==> config.mk <==
export PLATFORM = sky130hd
export DESIGN_NAME = skolem_inv_bvneg_cmp_seq_flat
export DESIGN_NICKNAME = d
export VERILOG_FILES = /design/src/rtl/skolem_pkg.sv /design/src/rtl/skolem_inv_bvneg_cmp_seq_if.sv /design/src/rtl/neg_cmp_pred.sv /design/src/rtl/skolem_inv_bvneg_cmp_seq.sv /design/src/flat_wrapper.sv
export SDC_FILE = /design/constraint.sdc
export NUM_CORES = 1
export LEC_CHECK = 0
export BUFFER_PORTS_ARGS = -buffer_cell sky130_fd_sc_hd__buf_4
export CORE_MARGIN = 5
export CORE_UTILIZATION = 29
export CTS_CLUSTER_SIZE = 25
export DETAILED_ROUTE_END_ITERATION = 10
export GPL_TIMING_DRIVEN = 0
export PLACE_DENSITY = 0.43
export SYNTH_ARGS = -nofsm -noshare
export SYNTH_HDL_FRONTEND = slang
export SYNTH_SLANG_ARGS = --single-unit
==> constraint.sdc <==
create_clock -name clk -period 2.75 [get_ports clk]
set_input_delay 0.275 -clock clk [delete_from_list [all_inputs] [get_ports clk]]
set_output_delay 0.275 -clock clk [all_outputs]
set_load 0.01 [all_outputs]
==> src/rtl/skolem_pkg.sv <==
// Shared types for the sequential bvneg Skolem witness search.
package skolem_pkg;

  typedef enum logic [1:0] {
    OP_ULE = 2'd0,
    OP_ULT = 2'd1,
    OP_UGE = 2'd2,
    OP_UGT = 2'd3
  } cmp_op_e;

  typedef enum logic [1:0] {
    S_IDLE   = 2'd0,
    S_SEARCH = 2'd1,
    S_DONE   = 2'd2
  } fsm_e;

endpackage

==> src/rtl/skolem_inv_bvneg_cmp_seq_if.sv <==
// Request/response handshake bundle for skolem_inv_bvneg_cmp_seq.
// out_timeout exists only when SKOLEM_TIMEOUT_EN is defined.
interface skolem_inv_bvneg_cmp_seq_if #(
  parameter int W = 4
) ();
  logic         in_valid;
  logic         in_ready;
  logic [1:0]   in_op;
  logic [W-1:0] in_t;
  logic [W-1:0] in_lo;
  logic         out_valid;
  logic         out_ready;
  logic [W-1:0] out_x;
  logic         out_sat;
  logic [W:0]   out_iters;
`ifdef SKOLEM_TIMEOUT_EN
  logic         out_timeout;
`endif

  modport master (
    output in_valid, in_op, in_t, in_lo, out_ready,
    input  in_ready, out_valid, out_x, out_sat, out_iters
`ifdef SKOLEM_TIMEOUT_EN
    , input out_timeout
`endif
  );

  modport slave (
    input  in_valid, in_op, in_t, in_lo, out_ready,
    output in_ready, out_valid, out_x, out_sat, out_iters
`ifdef SKOLEM_TIMEOUT_EN
    , output out_timeout
`endif
  );
endinterface

==> src/rtl/neg_cmp_pred.sv <==
// Combinational predicate cmp(bvneg(cand), t), unsigned compare.
module neg_cmp_pred
  import skolem_pkg::*;
#(
  parameter int W = 4
) (
  input  logic [W-1:0] i_cand,
  input  logic [W-1:0] i_t,
  input  cmp_op_e      i_op,
  output logic         o_pred
);
  logic [W-1:0] w_neg;

  always_comb begin
    w_neg = ~i_cand + 1'b1;
    o_pred = 1'b0;
    unique case (i_op)
      OP_ULE:  o_pred = (w_neg <= i_t);
      OP_ULT:  o_pred = (w_neg <  i_t);
      OP_UGE:  o_pred = (w_neg >= i_t);
      OP_UGT:  o_pred = (w_neg >  i_t);
      default: o_pred = 1'b0;
    endcase
  end
endmodule

==> src/rtl/skolem_inv_bvneg_cmp_seq.sv <==
// Linear search for the smallest x >= lo with cmp(-x, t); one evaluation per cycle.
// Optional evaluation cap enabled by defining SKOLEM_TIMEOUT_EN.
module skolem_inv_bvneg_cmp_seq
  import skolem_pkg::*;
#(
  parameter int W        = 4,
  parameter int MAX_ITER = 2**W
) (
  input  logic                        clk,
  input  logic                        rst,
  skolem_inv_bvneg_cmp_seq_if.slave   bus
);
  fsm_e         r_state;
  cmp_op_e      r_op;
  logic [W-1:0] r_t;
  logic [W-1:0] r_cand;
  logic [W:0]   r_iters;
  logic [W-1:0] r_x;
  logic         r_sat;
  logic         r_in_ready;
  logic         r_out_valid;
`ifdef SKOLEM_TIMEOUT_EN
  localparam logic [W:0] ITER_CAP = (W+1)'(MAX_ITER);
  logic         r_timeout;
`endif

  logic         w_pred;
  logic         w_last;
  logic [W:0]   w_iters_nxt;

  neg_cmp_pred #(.W(W)) u_pred (
    .i_cand (r_cand),
    .i_t    (r_t),
    .i_op   (r_op),
    .o_pred (w_pred)
  );

  assign w_last      = (r_cand == '1);
  assign w_iters_nxt = r_iters + 1'b1;

  always_ff @(posedge clk) begin
    if (rst) begin
      r_state     <= S_IDLE;
      r_op        <= OP_ULE;
      r_t         <= '0;
      r_cand      <= '0;
      r_iters     <= '0;
      r_x         <= '0;
      r_sat       <= 1'b0;
      r_in_ready  <= 1'b1;
      r_out_valid <= 1'b0;
`ifdef SKOLEM_TIMEOUT_EN
      r_timeout   <= 1'b0;
`endif
    end else begin
      unique case (r_state)
        S_IDLE: begin
          if (bus.in_valid && r_in_ready) begin
            r_op       <= cmp_op_e'(bus.in_op);
            r_t        <= bus.in_t;
            r_cand     <= bus.in_lo;
            r_iters    <= '0;
            r_in_ready <= 1'b0;
            r_state    <= S_SEARCH;
          end
        end
        S_SEARCH: begin
          r_iters <= w_iters_nxt;
          // Witness wins over exhaustion, exhaustion over the cap.
          if (w_pred) begin
            r_x         <= r_cand;
            r_sat       <= 1'b1;
            r_out_valid <= 1'b1;
            r_state     <= S_DONE;
`ifdef SKOLEM_TIMEOUT_EN
            r_timeout   <= 1'b0;
`endif
          end else if (w_last) begin
            r_x         <= '0;
            r_sat       <= 1'b0;
            r_out_valid <= 1'b1;
            r_state     <= S_DONE;
`ifdef SKOLEM_TIMEOUT_EN
            r_timeout   <= 1'b0;
          end else if (w_iters_nxt == ITER_CAP) begin
            r_x         <= '0;
            r_sat       <= 1'b0;
            r_out_valid <= 1'b1;
            r_timeout   <= 1'b1;
            r_state     <= S_DONE;
`endif
          end else begin
            r_cand <= r_cand + 1'b1;
          end
        end
        S_DONE: begin
          if (bus.out_ready) begin
            r_out_valid <= 1'b0;
            r_in_ready  <= 1'b1;
            r_state     <= S_IDLE;
          end
        end
        default: r_state <= S_IDLE;
      endcase
    end
  end

  assign bus.in_ready  = r_in_ready;
  assign bus.out_valid = r_out_valid;
  assign bus.out_x     = r_x;
  assign bus.out_sat   = r_sat;
  assign bus.out_iters = r_iters;
`ifdef SKOLEM_TIMEOUT_EN
  assign bus.out_timeout = r_timeout;
`endif
endmodule

==> src/flat_wrapper.sv <==
// flat-port wrapper written by rule: the top's interface ports become plain ports
module skolem_inv_bvneg_cmp_seq_flat import skolem_pkg::*;
#(
  parameter int W        = 4,
  parameter int MAX_ITER = 2**W
)
  (clk, rst, bus_in_valid, bus_in_op, bus_in_t, bus_in_lo, bus_out_ready, bus_in_ready, bus_out_valid, bus_out_x, bus_out_sat, bus_out_iters);
  skolem_inv_bvneg_cmp_seq_if #(.W(W)) bus_i ();
  input  logic clk;
  input  logic rst;
  input wire logic [$bits(bus_i.in_valid)-1:0] bus_in_valid;
  input wire logic [$bits(bus_i.in_op)-1:0] bus_in_op;
  input wire logic [$bits(bus_i.in_t)-1:0] bus_in_t;
  input wire logic [$bits(bus_i.in_lo)-1:0] bus_in_lo;
  input wire logic [$bits(bus_i.out_ready)-1:0] bus_out_ready;
  output wire logic [$bits(bus_i.in_ready)-1:0] bus_in_ready;
  output wire logic [$bits(bus_i.out_valid)-1:0] bus_out_valid;
  output wire logic [$bits(bus_i.out_x)-1:0] bus_out_x;
  output wire logic [$bits(bus_i.out_sat)-1:0] bus_out_sat;
  output wire logic [$bits(bus_i.out_iters)-1:0] bus_out_iters;
  assign bus_i.in_valid = bus_in_valid;
  assign bus_i.in_op = bus_in_op;
  assign bus_i.in_t = bus_in_t;
  assign bus_i.in_lo = bus_in_lo;
  assign bus_i.out_ready = bus_out_ready;
  assign bus_in_ready = bus_i.in_ready;
  assign bus_out_valid = bus_i.out_valid;
  assign bus_out_x = bus_i.out_x;
  assign bus_out_sat = bus_i.out_sat;
  assign bus_out_iters = bus_i.out_iters;
  skolem_inv_bvneg_cmp_seq #(.W(W), .MAX_ITER(MAX_ITER)) u_core (.clk(clk), .rst(rst), .bus(bus_i));
endmodule
Yosys cells after proc, flatten, opt, wreduce, memory -nomap -nowiden
Cells that the tools add are included.

Register bits after elaboration: 24. Output and inout port bits: 12. Word-level logic and storage cells: 65. Input port bits: 14.

Equal/unequal tests: 11. Add/subtract/negate cells: 3. Muxes and demuxes: 23. Order comparisons: 4. Bitwise operators: 1. Reduce and logical (&&, ||, !) cells: 14.

Operator list (count): $mux W4 (5); $pmux W5 S2 (1); $reduce_and A3 Y1 (3); $add A4 B1 Y4 const B (2); $mux W2 (4); $pmux W4 S2 (1); $reduce_bool A2 Y1 (4); $mux W1 (7); $eq A2 B2 Y1 const B (3); $ne A2 B2 Y1 const B (3); $pmux W2 S3 (1); $reduce_and A2 Y1 (3); $add A5 B1 Y5 const B (1); $mux W5 (1); $eq A2 B1 Y1 const B (2); $eq A4 B4 Y1 const B (1); $ge A4 B4 Y1 (1); $gt A4 B4 Y1 (1); $le A4 B4 Y1 (1); $logic_not A2 Y1 (2); $lt A4 B4 Y1 (1); $not A4 Y4 (1); $pmux W1 S2 (2); $pmux W1 S4 (1); 4 further kinds (4).

Depth between registers and ports, before layout
Word-level depth: 6. Mapped depth: 10. Mapped depth without buffers: 9.

Hierarchy
A second synthesis with hierarchy kept.

Cell total of the unflattened synthesis: 138. Area total of the unflattened synthesis: 1229.9 µm².

Modules (own cells, without submodules): skolem_inv_bvneg_cmp_seq (instances 1, seq. area each 480.5 µm², area an instance 1064.8 µm², cells each 117); neg_cmp_pred (instances 1, seq. area each 0.0 µm², area an instance 165.2 µm², cells each 21).

Least setup slack after synthesis
No wires, ideal clock.

Kind: flip-flop to flip-flop. From: reg u_core.r_cand[0]. To: reg u_core.r_cand[1]. Buffers on the path: 1. Data arrival time: 2.073 ns. Library setup time: 0.062 ns. Cell stages (with the launch flop): 11. Slack: 0.615 ns. Data required time: 2.688 ns. Period minus slack after synthesis: 2.135 ns. Cells stage by stage: dfxtp_1 > inv_1 > ha_1 > xnor2_1 > ha_1 > nand4_1 > nand2_1 > a21o_1 > buf_6 > a2111o_1 > nand3_1.

Cells in the longest elaborated chain, start to end: 6. Elaborated cells between the ends (all ways): 15. Classes of those cells: add/sub (2); order compare (4); eq/ne (3); mux (4); bitwise (1); reduce/logical (1).

RTL lines: start: declaration (RTL line skolem_inv_bvneg_cmp_seq.sv:16) `logic [W-1:0] r_cand;`; start signal: assignment (RTL line skolem_inv_bvneg_cmp_seq.sv:61) `r_cand <= bus.in_lo;`; start signal: assignment (RTL line skolem_inv_bvneg_cmp_seq.sv:93) `r_cand <= r_cand + 1'b1;`; $not A4 Y4 (RTL line neg_cmp_pred.sv:15) `w_neg = ~i_cand + 1'b1;`; $add A4 B1 Y4 (RTL line neg_cmp_pred.sv:15); $gt A4 B4 Y1 (tied with other cells) (RTL line neg_cmp_pred.sv:21) `OP_UGT: o_pred = (w_neg > i_t);`; $pmux W1 S4 (RTL line neg_cmp_pred.sv:17) `unique case (i_op)`; $ne A2 B2 Y1 (no line); $reduce_and A4 Y1 (no line).

Several ways; a longest one is shown, not always the timed one. The select of a mux whose other input is x is not followed. A chain may end at the register's enable or synchronous reset.

Final worst setup path
From: reg u_core.r_cand[0]. To: reg u_core.r_x[1] (netlist: u_core.bus.out_x[1]).

Cells in the longest elaborated chain, start to end: 6. Elaborated cells between the ends (all ways): 11. Classes of those cells: add/sub (1); order compare (4); eq/ne (1); mux (2); bitwise (1); reduce/logical (2).

RTL lines: $not A4 Y4 (RTL line neg_cmp_pred.sv:15); $add A4 B1 Y4 (RTL line neg_cmp_pred.sv:15); $gt A4 B4 Y1 (tied with other cells) (RTL line neg_cmp_pred.sv:21); $pmux W1 S4 (RTL line neg_cmp_pred.sv:17); $reduce_bool A2 Y1 (no line); $reduce_and A2 Y1 (no line); end signal: assignment (RTL line skolem_inv_bvneg_cmp_seq.sv:71) `r_x <= r_cand;`; end: declaration (RTL line skolem_inv_bvneg_cmp_seq.sv:18) `logic [W-1:0] r_x;`.

Several ways; a longest one is shown, not always the timed one.

==> impl_metrics.env <==
export IMPL_setup_worst_path_start="u_core.r_cand[0]$_SDFFE_PP0P_"
export IMPL_power_density_nw_per_um2=1040
export IMPL_max_stage_delay_ns=0.42
export IMPL_slew_viol_final=0
export IMPL_met3_usage_pct=2.71
export IMPL_drc=0
export IMPL_synth_most_common_cell="nand2_1"
export IMPL_fin_nets=228
export IMPL_required_ns=2.90
export IMPL_die_x_um=79.8
export IMPL_worst_pin_slew_ns=0.536
export IMPL_synthCells=175
export IMPL_drt_first_pass_iters=4
export IMPL_slew_headroom_pct=64.3
export IMPL_tns_ns=0
export IMPL_crit_slowest_cell="dfxtp_1"
export IMPL_grtUsageMet1_pct=17.0
export IMPL_die_area_sq_um=6370
export IMPL_num_vias=1365
export IMPL_maxCapViolCount=0
export IMPL_drive_above_1_share_pct=18.7
export IMPL_crit_chain="inv_1 > ha_1 > xnor2_1 > ha_1 > nand4_1 > o21ai_1 > a21oi_4 > a21oi_1 > o32ai_1"
export IMPL_area_delta_synth_final_pct=24.2
export IMPL_fin_cells=270
export IMPL_gr_total_overflow=0
export IMPL_peakVddDrop_mv=0.290
export IMPL_cp_max_fo=10
export IMPL_r2r_start="u_core.r_cand[0]$_SDFFE_PP0P_"
export IMPL_setup_viol=0
export IMPL_timing_fmax_mhz=409
export IMPL_hold_class="in2reg"
export IMPL_cts_buffers=3
export IMPL_critPathCaptureType="flip-flop"
export IMPL_start_kind="flip-flop"
export IMPL_vias_per_cell=5.06
export IMPL_synth_edf_count=0
export IMPL_grt_pass1_vias=1368
export IMPL_cts_sinks=24
export IMPL_grt_usage_pct=13.0
export IMPL_synthArstFlopShare_pct=0
export IMPL_rows=25
export IMPL_synth_ff_type="dfxtp_1"
export IMPL_grt_busiest_layer="met2"
export IMPL_antenna_found_initial=0
export IMPL_synth_commonest_cells="nand2_1 (27), dfxtp_1 (24), a21oi_1 (16)"
export IMPL_path_clk_slew_ns=0.09
export IMPL_first_iter_violations=53
export IMPL_grtUsageMet2_pct=21.6
export IMPL_clock_tree_buffer_depth=2
export IMPL_clock_latency_ns=0.27
export IMPL_dieHeight_um=79.8
export IMPL_dp_hpwl_mm=2.89
export IMPL_syn_cell_area_sq_um=1410
export IMPL_ctsHtreeMaxLevel=1
export IMPL_clockRootBuffer="clkbuf_8"
export IMPL_cp_endpoint="u_core.bus.out_x[1]$_SDFFE_PP0P_"
export IMPL_antenna_cells=0
export IMPL_reg2reg_slack_ns=0.30
export IMPL_arrival_ns=2.60
export IMPL_hold_viol_final=0
export IMPL_grt_first_pass_wirelength_mm=6.62
export IMPL_period_minus_slack_ns=2.45
export IMPL_synth_seq_cells=24
export IMPL_globalplace_congestion=0.761
export IMPL_synth_top_area_cell="dfxtp_1"
export IMPL_grt_max_degree=15
export IMPL_cpMostUsedCell="ha_1"
export IMPL_port_buffers=24
export IMPL_status="finished clean"
export IMPL_rsz0062_at_grt="no"
export IMPL_timing_rr_end="u_core.bus.out_x[1]$_SDFFE_PP0P_"
export IMPL_cts_tree="done"
export IMPL_wl_per_cell_um=14.4
export IMPL_synth_area_leaders="dfxtp_1 (34%), ha_1 (8.8%), nand2_1 (7.2%)"
export IMPL_cts_hold_buf=0
export IMPL_yosysWarnings=0
export IMPL_core_area_sq_um=4720
export IMPL_r2r_cells=9
export IMPL_synth_fp_nets=199
export IMPL_antenna_left=0
export IMPL_syn_area_per_cell_sq_um=8.08
export IMPL_crit_type="reg2reg"
export IMPL_routed_wl_mm=3.88
export IMPL_min_period_over_period_pct=89.0
export IMPL_synth_seq_area_share_pct=34.0
export IMPL_skew_ns=0.00583
export IMPL_synth_distinct_cells=38
export IMPL_dpl_cell_count=266
export IMPL_yosysTopAreaCellShare_pct=34.0
export IMPL_ioPinCount=26
export IMPL_initial_core_util_pct=29.9
export IMPL_leakage_nw=0.697
cell usage in the layout, fill, tap and decap left out, drive strengths merged, types with 3 or more instances in the layout:
| cell type | count |
|---|---|
| xnor2 | 3 |
| nor3 | 3 |
| nand3 | 9 |
| o21ai | 6 |
| a31oi | 3 |
| a21o | 3 |
| nand4 | 4 |
| nor4 | 3 |
| xor2 | 4 |
| nor2 | 10 |
| dfxtp | 24 |
| nand2 | 27 |
| and3 | 3 |
| clkbuf | 8 |
| o32ai | 4 |
| buf | 30 |
| ha | 10 |
| inv | 13 |
| a21oi | 17 |
registers in the layout, indices dropped and copies added (netlist names):
signal / count
u_core.bus.out_valid: 1
u_core.bus.out_x: 4
u_core.r_op: 2
u_core.bus.out_iters: 5
u_core.bus.out_sat: 1
u_core.r_cand: 4
u_core.bus.in_ready: 1
u_core.r_t: 4
u_core.r_state: 2
repair_timing:
item                                   CTS  global route
setup buffers                            0             0
setup endpoints to repair                0             1
endpoints found under the hold margin    0             0
resized for setup                        0             1
power breakdown:
part           switching, mW  internal (mW)  total [mW]
Clock                  0.124          0.195       0.319
Combinational          0.641          0.406        1.05
Sequential            0.0502          0.418       0.468
Total                  0.815           1.02        1.83
cell type report:
type	instances	area, sq um
multi-input cells	127	838
flip-flops and latches	24	480
repair buffers	24	180
plain buffers	11	53.8
clock inverters	1	30.0
inverters	13	48.8
clock buffers	3	41.3
fillers	509	2970
well taps	67	83.8
worst min path at each step:
stage,startpoint,slack (ns),cells after the start,to
finish,bus_in_t[1],0.24,3,u_core.r_t[1]$_SDFFE_PP0P_
global route,bus_in_op[1],0.24,3,u_core.r_op[1]$_SDFFE_PP0P_
CTS,bus_in_t[2],0.23,3,u_core.r_t[2]$_SDFFE_PP0P_
detailed placement,u_core.bus.out_valid$_SDFFE_PP0P_,0.45,2,u_core.bus.out_valid$_SDFFE_PP0P_
global placement,u_core.r_t[2]$_SDFFE_PP0P_,0.45,2,u_core.r_t[2]$_SDFFE_PP0P_
floorplan,bus_in_t[1],0.41,2,u_core.r_t[1]$_SDFFE_PP0P_
through the flow:
stage               hold slack (ns)  utilization [%]  total power [mW]  worst slack (ns)  instance area (sq um)
finish                        0.239             37.2              1.83             0.303                   1760
global route                  0.236             37.2              2.01             0.104                   1760
global placement              0.447             35.5              1.47             0.310                   1680
detailed placement            0.454             35.5              1.49             0.232                   1680
CTS                           0.231             37.0              1.82             0.214                   1750
floorplan                     0.411                -              1.23             0.615                   1410
layer usage:
layer  up-vias  wire (um)
met3         2        178
li1        682          -
met1       651       1830
met4         0         27
met5         -          0
met2        30       1840
critical path: cells and delay by family, from the launching register on:
family                     cells  cell delay, ns
buffers and inverters          1            0.16
AOI/OAI and AO/OA              4            0.85
DFF                            1            0.42
adders and majority gates      2            0.60
and+or+nand+nor                1            0.16
xor gates and xnor gates       1            0.14
logic make-up (layout without fill, tap and decap cells):
| kind of cell | count (synthesis) | count (layout) | share of synthesized area, % |
|---|---|---|---|
| AOI/OAI and AO/OA | 49 | 49 | 25.4 |
| xor gates and xnor gates | 7 | 7 | 4.34 |
| adders and majority gates | 10 | 10 | 8.85 |
| buffers and inverters | 24 | 52 | 7.26 |
| DFF | 24 | 24 | 34.0 |
| muxes | 1 | 1 | 0.708 |
| and+or+nand+nor | 60 | 60 | 19.5 |
Note: power is estimated with default switching activity, not from simulation.
